**src/rtl/dmem_arbiter.sv**
```systemverilog
// dmem_arbiter
//   Two-port round-robin arbiter/sequencer in front of the single-port
//   RegMemory data memory. Port 0 is the core load/store unit. Port 1 is the
//   debug/DMA loader. Each granted access is walked through RegMemory's
//   registered-address / negedge-write timing:
//     IDLE -> ADDR -> ACCESS -> RESP -> IDLE  (legal address, 4 cycles)
//     IDLE -> RESP -> IDLE                    (illegal address, 2 cycles)
//
// Ports
//   clk, reset             system clock, synchronous active-high reset
//   req/wr/addr/wdata 0|1  requester inputs
//   ack/err/rdata 0|1      registered completion outputs; err and rdata are
//                          qualified by ack
//   memWrEn/memAddr/       to RegMemory isWrRegMem / addr / dataIn
//   memDataIn
//   memDataOut             from RegMemory regOut
//   busy                   1 whenever the sequencer is not in IDLE
//   state_dbg              current sequencer state
//                          (0 IDLE, 1 ADDR, 2 ACCESS, 3 RESP)
//
// Handshake: a requester raises req_k and holds wr_k/addr_k/wdata_k stable
// until it samples ack_k=1. ack_k is a single-cycle pulse. If req_k is still
// high in the IDLE cycle after RESP, a new transaction starts. The losing
// side of a tie is not acked and is picked up in the next IDLE cycle.
module dmem_arbiter #(
  parameter int DATA_BIT_WIDTH = 32,
  parameter int DMEMADDRBITS   = 13,
  parameter int DMEMWORDBITS   = 2
) (
  input  logic                      clk,
  input  logic                      reset,
  input  logic                      req0,
  input  logic                      wr0,
  input  logic [DATA_BIT_WIDTH-1:0] addr0,
  input  logic [DATA_BIT_WIDTH-1:0] wdata0,
  output logic                      ack0,
  output logic                      err0,
  output logic [DATA_BIT_WIDTH-1:0] rdata0,
  input  logic                      req1,
  input  logic                      wr1,
  input  logic [DATA_BIT_WIDTH-1:0] addr1,
  input  logic [DATA_BIT_WIDTH-1:0] wdata1,
  output logic                      ack1,
  output logic                      err1,
  output logic [DATA_BIT_WIDTH-1:0] rdata1,
  output logic                      memWrEn,
  output logic [DATA_BIT_WIDTH-1:0] memAddr,
  output logic [DATA_BIT_WIDTH-1:0] memDataIn,
  input  logic [DATA_BIT_WIDTH-1:0] memDataOut,
  output logic                      busy,
  output logic [1:0]                state_dbg
);

  typedef enum logic [1:0] {
    S_IDLE   = 2'd0,
    S_ADDR   = 2'd1,
    S_ACCESS = 2'd2,
    S_RESP   = 2'd3
  } state_t;

  state_t                    state_q, state_d;
  logic                      prio_q, prio_d;
  logic                      port_q, port_d;
  logic                      wr_q, wr_d;
  logic [DATA_BIT_WIDTH-1:0] addr_q, addr_d;
  logic [DATA_BIT_WIDTH-1:0] wdata_q, wdata_d;
  logic                      memwr_q, memwr_d;
  logic                      ack0_q, ack0_d, ack1_q, ack1_d;
  logic                      err0_q, err0_d, err1_q, err1_d;
  logic [DATA_BIT_WIDTH-1:0] rdata0_q, rdata0_d, rdata1_q, rdata1_d;

  // Arbitration signals (only meaningful in IDLE)
  logic                      any_req;
  logic                      grant;
  logic                      sel_wr;
  logic [DATA_BIT_WIDTH-1:0] sel_addr;
  logic [DATA_BIT_WIDTH-1:0] sel_wdata;
  logic                      sel_legal;

  // Address must fall inside the decoded window and be word aligned.
  function automatic logic addr_legal(input logic [DATA_BIT_WIDTH-1:0] a);
    return (a[DATA_BIT_WIDTH-1:DMEMADDRBITS] == '0) &&
           (a[DMEMWORDBITS-1:0] == '0);
  endfunction

  always_comb begin
    any_req   = req0 | req1;
    // On a tie the prio port wins; otherwise the single requester wins.
    grant     = (req0 && req1) ? prio_q : req1;
    sel_wr    = grant ? wr1    : wr0;
    sel_addr  = grant ? addr1  : addr0;
    sel_wdata = grant ? wdata1 : wdata0;
    sel_legal = addr_legal(sel_addr);
  end

  always_comb begin
    state_d  = state_q;
    prio_d   = prio_q;
    port_d   = port_q;
    wr_d     = wr_q;
    addr_d   = addr_q;
    wdata_d  = wdata_q;
    memwr_d  = 1'b0;
    ack0_d   = 1'b0;
    ack1_d   = 1'b0;
    err0_d   = 1'b0;
    err1_d   = 1'b0;
    rdata0_d = rdata0_q;
    rdata1_d = rdata1_q;

    unique case (state_q)
      S_IDLE: begin
        if (any_req) begin
          port_d  = grant;
          wr_d    = sel_wr;
          addr_d  = sel_addr;
          wdata_d = sel_wdata;
          // prio always points away from the most recent winner.
          prio_d  = ~grant;
          if (sel_legal) begin
            state_d = S_ADDR;
          end else begin
            // Illegal address: answer immediately with err, memory untouched.
            state_d = S_RESP;
            if (grant) begin
              ack1_d = 1'b1;
              err1_d = 1'b1;
            end else begin
              ack0_d = 1'b1;
              err0_d = 1'b1;
            end
          end
        end
      end

      S_ADDR: begin
        // RegMemory captures memAddr/memDataIn at the end of this cycle;
        // the write strobe is raised for the following cycle only.
        state_d = S_ACCESS;
        memwr_d = wr_q;
      end

      S_ACCESS: begin
        // The write commits at this cycle's negedge; read data is valid now.
        state_d = S_RESP;
        if (port_q) begin
          ack1_d   = 1'b1;
          rdata1_d = wr_q ? '0 : memDataOut;
        end else begin
          ack0_d   = 1'b1;
          rdata0_d = wr_q ? '0 : memDataOut;
        end
      end

      S_RESP: begin
        state_d  = S_IDLE;
        rdata0_d = '0;
        rdata1_d = '0;
      end

      default: state_d = S_IDLE;
    endcase
  end

  always_ff @(posedge clk) begin
    if (reset) begin
      state_q  <= S_IDLE;
      prio_q   <= 1'b0;
      port_q   <= 1'b0;
      wr_q     <= 1'b0;
      addr_q   <= '0;
      wdata_q  <= '0;
      memwr_q  <= 1'b0;
      ack0_q   <= 1'b0;
      ack1_q   <= 1'b0;
      err0_q   <= 1'b0;
      err1_q   <= 1'b0;
      rdata0_q <= '0;
      rdata1_q <= '0;
    end else begin
      state_q  <= state_d;
      prio_q   <= prio_d;
      port_q   <= port_d;
      wr_q     <= wr_d;
      addr_q   <= addr_d;
      wdata_q  <= wdata_d;
      memwr_q  <= memwr_d;
      ack0_q   <= ack0_d;
      ack1_q   <= ack1_d;
      err0_q   <= err0_d;
      err1_q   <= err1_d;
      rdata0_q <= rdata0_d;
      rdata1_q <= rdata1_d;
    end
  end

  // memAddr/memDataIn hold the last latched request; harmless while memWrEn=0.
  assign memAddr   = addr_q;
  assign memDataIn = wdata_q;
  assign memWrEn   = memwr_q;
  assign ack0      = ack0_q;
  assign err0      = err0_q;
  assign rdata0    = rdata0_q;
  assign ack1      = ack1_q;
  assign err1      = err1_q;
  assign rdata1    = rdata1_q;
  assign busy      = (state_q != S_IDLE);
  assign state_dbg = state_q;

endmodule
```
**config.mk**
```make
export PLATFORM = sky130hd
export DESIGN_NAME = dmem_arbiter
export DESIGN_NICKNAME = d
export VERILOG_FILES = /design/src/rtl/dmem_arbiter.sv
export SDC_FILE = /design/constraint.sdc
export NUM_CORES = 1
export LEC_CHECK = 0
export CAP_MARGIN = 5
export CORE_UTILIZATION = 39
export DETAILED_ROUTE_END_ITERATION = 16
export MAX_ROUTING_LAYER = met4
export PLACE_DENSITY_LB_ADDON = 0.2
export RECOVER_POWER = 100
export SYNTH_ARGS = -nofsm -noshare
export SYNTH_HDL_FRONTEND = slang
export SYNTH_SLANG_ARGS = --single-unit
```
**constraint.sdc**
```tcl
create_clock -name clk -period 2.12 [get_ports clk]
set_clock_uncertainty 0.2 [all_clocks]
set_input_delay 0.318 -clock clk [delete_from_list [all_inputs] [get_ports clk]]
set_output_delay 0.318 -clock clk [all_outputs]
set_load 0.005 [all_outputs]
```
==> reports/qor.yml <==
syn_avg_cell_area_um2: 8.30
critical_path.max_fanout: 4
grt_usage_pct: 25.4
p_sw_mw: 3.55
fin_worst_hold_slack_ps: 60.9
rsz0062_at_grt: "no"
cpLargestDelayFamily: "buffers and inverters"
synth_cell_type_count: 28
stdcell_count: 1146
area_growth_pct: 70.7
yosys_warnings: 0
wl_per_cell_um: 15.7
clk_root_buffer_cell: "clkbuf_16"
period_needed_ps: 1980
cp_common_cell: "inv_1"
ioPinCount: 302
yosysSeqAreaShare_pct: 49.7
slowest_delay_ps: 380
h-tree-depth: 4
drv_slew: 0
design_area_um2: 9480
end_kind: "output pin"
cts_setup_buffers: 0
cts_buffer_depth: 2
cp-start-kind: "flop"
ir_drop_mv: 0.673
core_area_um2: 13900
path_cells: "inv_1 > ha_2 > inv_1 > dlygate4sd2_1"
fp.dieArea_um2: 14700
grt_pass1_vias: 5824
ctsHoldBuffers: 0
initial_core_util_pct: 40.0
finalSetupViolations: 0
cp.arrival_ps: 1470
syn-cell-area_um2: 5560
hold_violations: 0
dieWidth_um: 121
clk-insertion-delay-late_ps: 410
cp.required_ps: 1600
antenna_cells: 0
viasPerCell: 5.26
firstDrtPassIters: 6
syn-num-nets: 839
drtAntennaViolNets: 0
cts_resized: 2
antenna_found_initial: 0
max_slew_margin_pct: 62.6
first_iter_violations: 359
final_nets: 1123
seqPwrFrac_pct: 33.0
hold_path_class: "input port to flop"
overflow: 0
cts_sinks: 138
intPower_mw: 7.12
placedCellCount: 1114
crit_path_top_delay_cell: "dfxtp_1"
die_h_um: 121
vias: 6031
worst-path-buf-inv: 3
fmax_mhz: 504
utilization_pct: 68.3
drt_wl_total_um: 18000
tightest_slew_ps: 561
crit_type: "flop to output pin"
power.leakage_nw: 3.92
synthCells: 669
grt_start_max_net_pins: 75
p_sw_share_pct: 33.3
layout-drive-gt1-share_pct: 6.73
ys_ff_latch: 138
place_congestion: 0.834
cts_tree: "done"
place_area_um2: 8890
cts_buffers: 17
io_buffers: 301
cts.clk_slew.worst_paths_ps: 60
p_comb_share_pct: 38.9
rows: 43
clkPwrFrac_pct: 28.2
grt_pass1_wl_um: 28400
status: "complete, no violations"
period_share_pct: 93.6
p_per_area_nw_per_um2: 1130
max_cap_viol_count: 0
drc_errors: 0
dp_hpwl_um: 12600
tns_ps: 0
[worst register-to-register path, delay by kind of cell (launching register included)]
kind | cells | cell delay, ps
buffers and inverters | 2 | 610
flip-flops | 1 | 380
AO/OA/AOI/OAI | 2 | 310
adder cells (fa/ha/maj) | 1 | 220
AND/OR/NAND/NOR | 1 | 120
[layer usage]
| metal | GRT usage, % | vias up | part of all wire (%) |
|---|---|---|---|
| met1 | 28.6 | 2776 | 41 |
| met5 | - | - | 0 |
| met3 | 6.81 | 44 | 7.0 |
| met4 | 12.4 | 0 | 3.5 |
| met2 | 41.6 | 248 | 49 |
| li1 | - | 2963 | - |
[worst paths after layout]
check | from | endpoint | slack, ps | cells after the start
worst max-delay path | state_dbg[0]$_SDFFE_PP0P_ | busy | 140 | 4
worst min-delay path | reset | err0$_SDFF_PP0_ | 60 | 4
worst max register to register | state_dbg[0]$_SDFFE_PP0P_ | prio_q$_SDFFE_PP0P_ | 190 | 6
worst min register to register | rdata0[13]$_SDFFE_PP0P_ | rdata0[13]$_SDFFE_PP0P_ | 250 | 2
[power groups by stage]
| stage | logic (mW) | clock network, mW | registers (mW) |
|---|---|---|---|
| floorplan | 2.00 | 0 | 3.62 |
| global placement | 4.40 | 0 | 3.58 |
| detailed placement | 4.43 | 0 | 3.60 |
| CTS | 4.42 | 3.07 | 3.55 |
| global route | 4.57 | 3.20 | 3.60 |
| finish | 4.15 | 3.01 | 3.52 |
[cells in the mapped netlist]
cell type | count | area (um^2)
o21ai_0 | 2 | 10.0
and3_1 | 1 | 6.26
nor3_1 | 2 | 10.0
a41oi_1 | 2 | 17.5
a311oi_1 | 22 | 193
nand2_1 | 110 | 413
nor4_1 | 8 | 50.1
a22o_1 | 44 | 385
nand3_1 | 68 | 340
ha_1 | 4 | 50.1
nor2b_1 | 1 | 6.26
a22oi_1 | 44 | 330
a21boi_2 | 1 | 11.3
a21oi_2 | 1 | 8.76
inv_1 | 7 | 26.3
clkbuf_1 | 43 | 161
o21bai_1 | 2 | 15.0
dfxtp_1 | 138 | 2760
buf_4 | 1 | 7.51
o2bb2ai_1 | 1 | 8.76
buf_1 | 5 | 18.8
buf_2 | 11 | 55.1
o21ai_1 | 3 | 15.0
a21oi_1 | 68 | 340
a211oi_1 | 1 | 7.51
nor2_1 | 77 | 289
mux2i_1 | 1 | 10.0
nand2b_1 | 1 | 6.26
[logic make-up after synthesis]
kind of cell	synth area share, %
mux	0.180
fa+ha+maj	0.901
compound gates	24.2
buf+inv	4.84
flops	49.7
simple gates	20.2
[sequential cells by signal, summed over array words and instances (netlist names), 2 cells and up]
name	flops
memAddr	32
state_dbg	2
rdata1	32
rdata0	32
memDataIn	32
[cell usage in the layout (no fill, tap or decap), types with 2 or more instances in the layout]
master           count
a41oi_1              2
nand3_1             68
a21oi_1             66
buf_12               8
clkinv_2             5
clkbuf_4             3
nand2_1            110
nor4_1               8
nor3_1               2
a22oi_1             44
a22o_1              44
o21bai_1             2
clkinv_4             2
bufinv_16            3
o21ai_2              2
a311oi_1            22
nor2_1              76
clkinvlp_4           2
clkbuf_8             2
clkdlybuf4s50_1    163
inv_1                7
ha_1                 3
a21oi_2              2
dfxtp_1            138
clkbuf_16           17
buf_4               14
dlygate4sd3_1      136
[layout make-up]
class / count / area, um^2
fillers: 1170 / 4400
clock inverters: 12 / 148
multi-input cells: 464 / 2570
flip-flops and latches: 138 / 2760
repair buffers: 325 / 3290
inverters: 7 / 26.3
clock buffers: 20 / 457
well taps: 180 / 225
[stage by stage]
stage | worst slack (ps) | power (mW)
4_1_cts | 81.5 | 11.0
2_1_floorplan | 319 | 5.63
3_5_place_dp | -73.3 | 8.02
6_report | 136 | 10.7
3_3_place_gp | -39.2 | 7.98
5_1_grt | 14.0 | 11.4
Power figures use the tool's default switching activity.
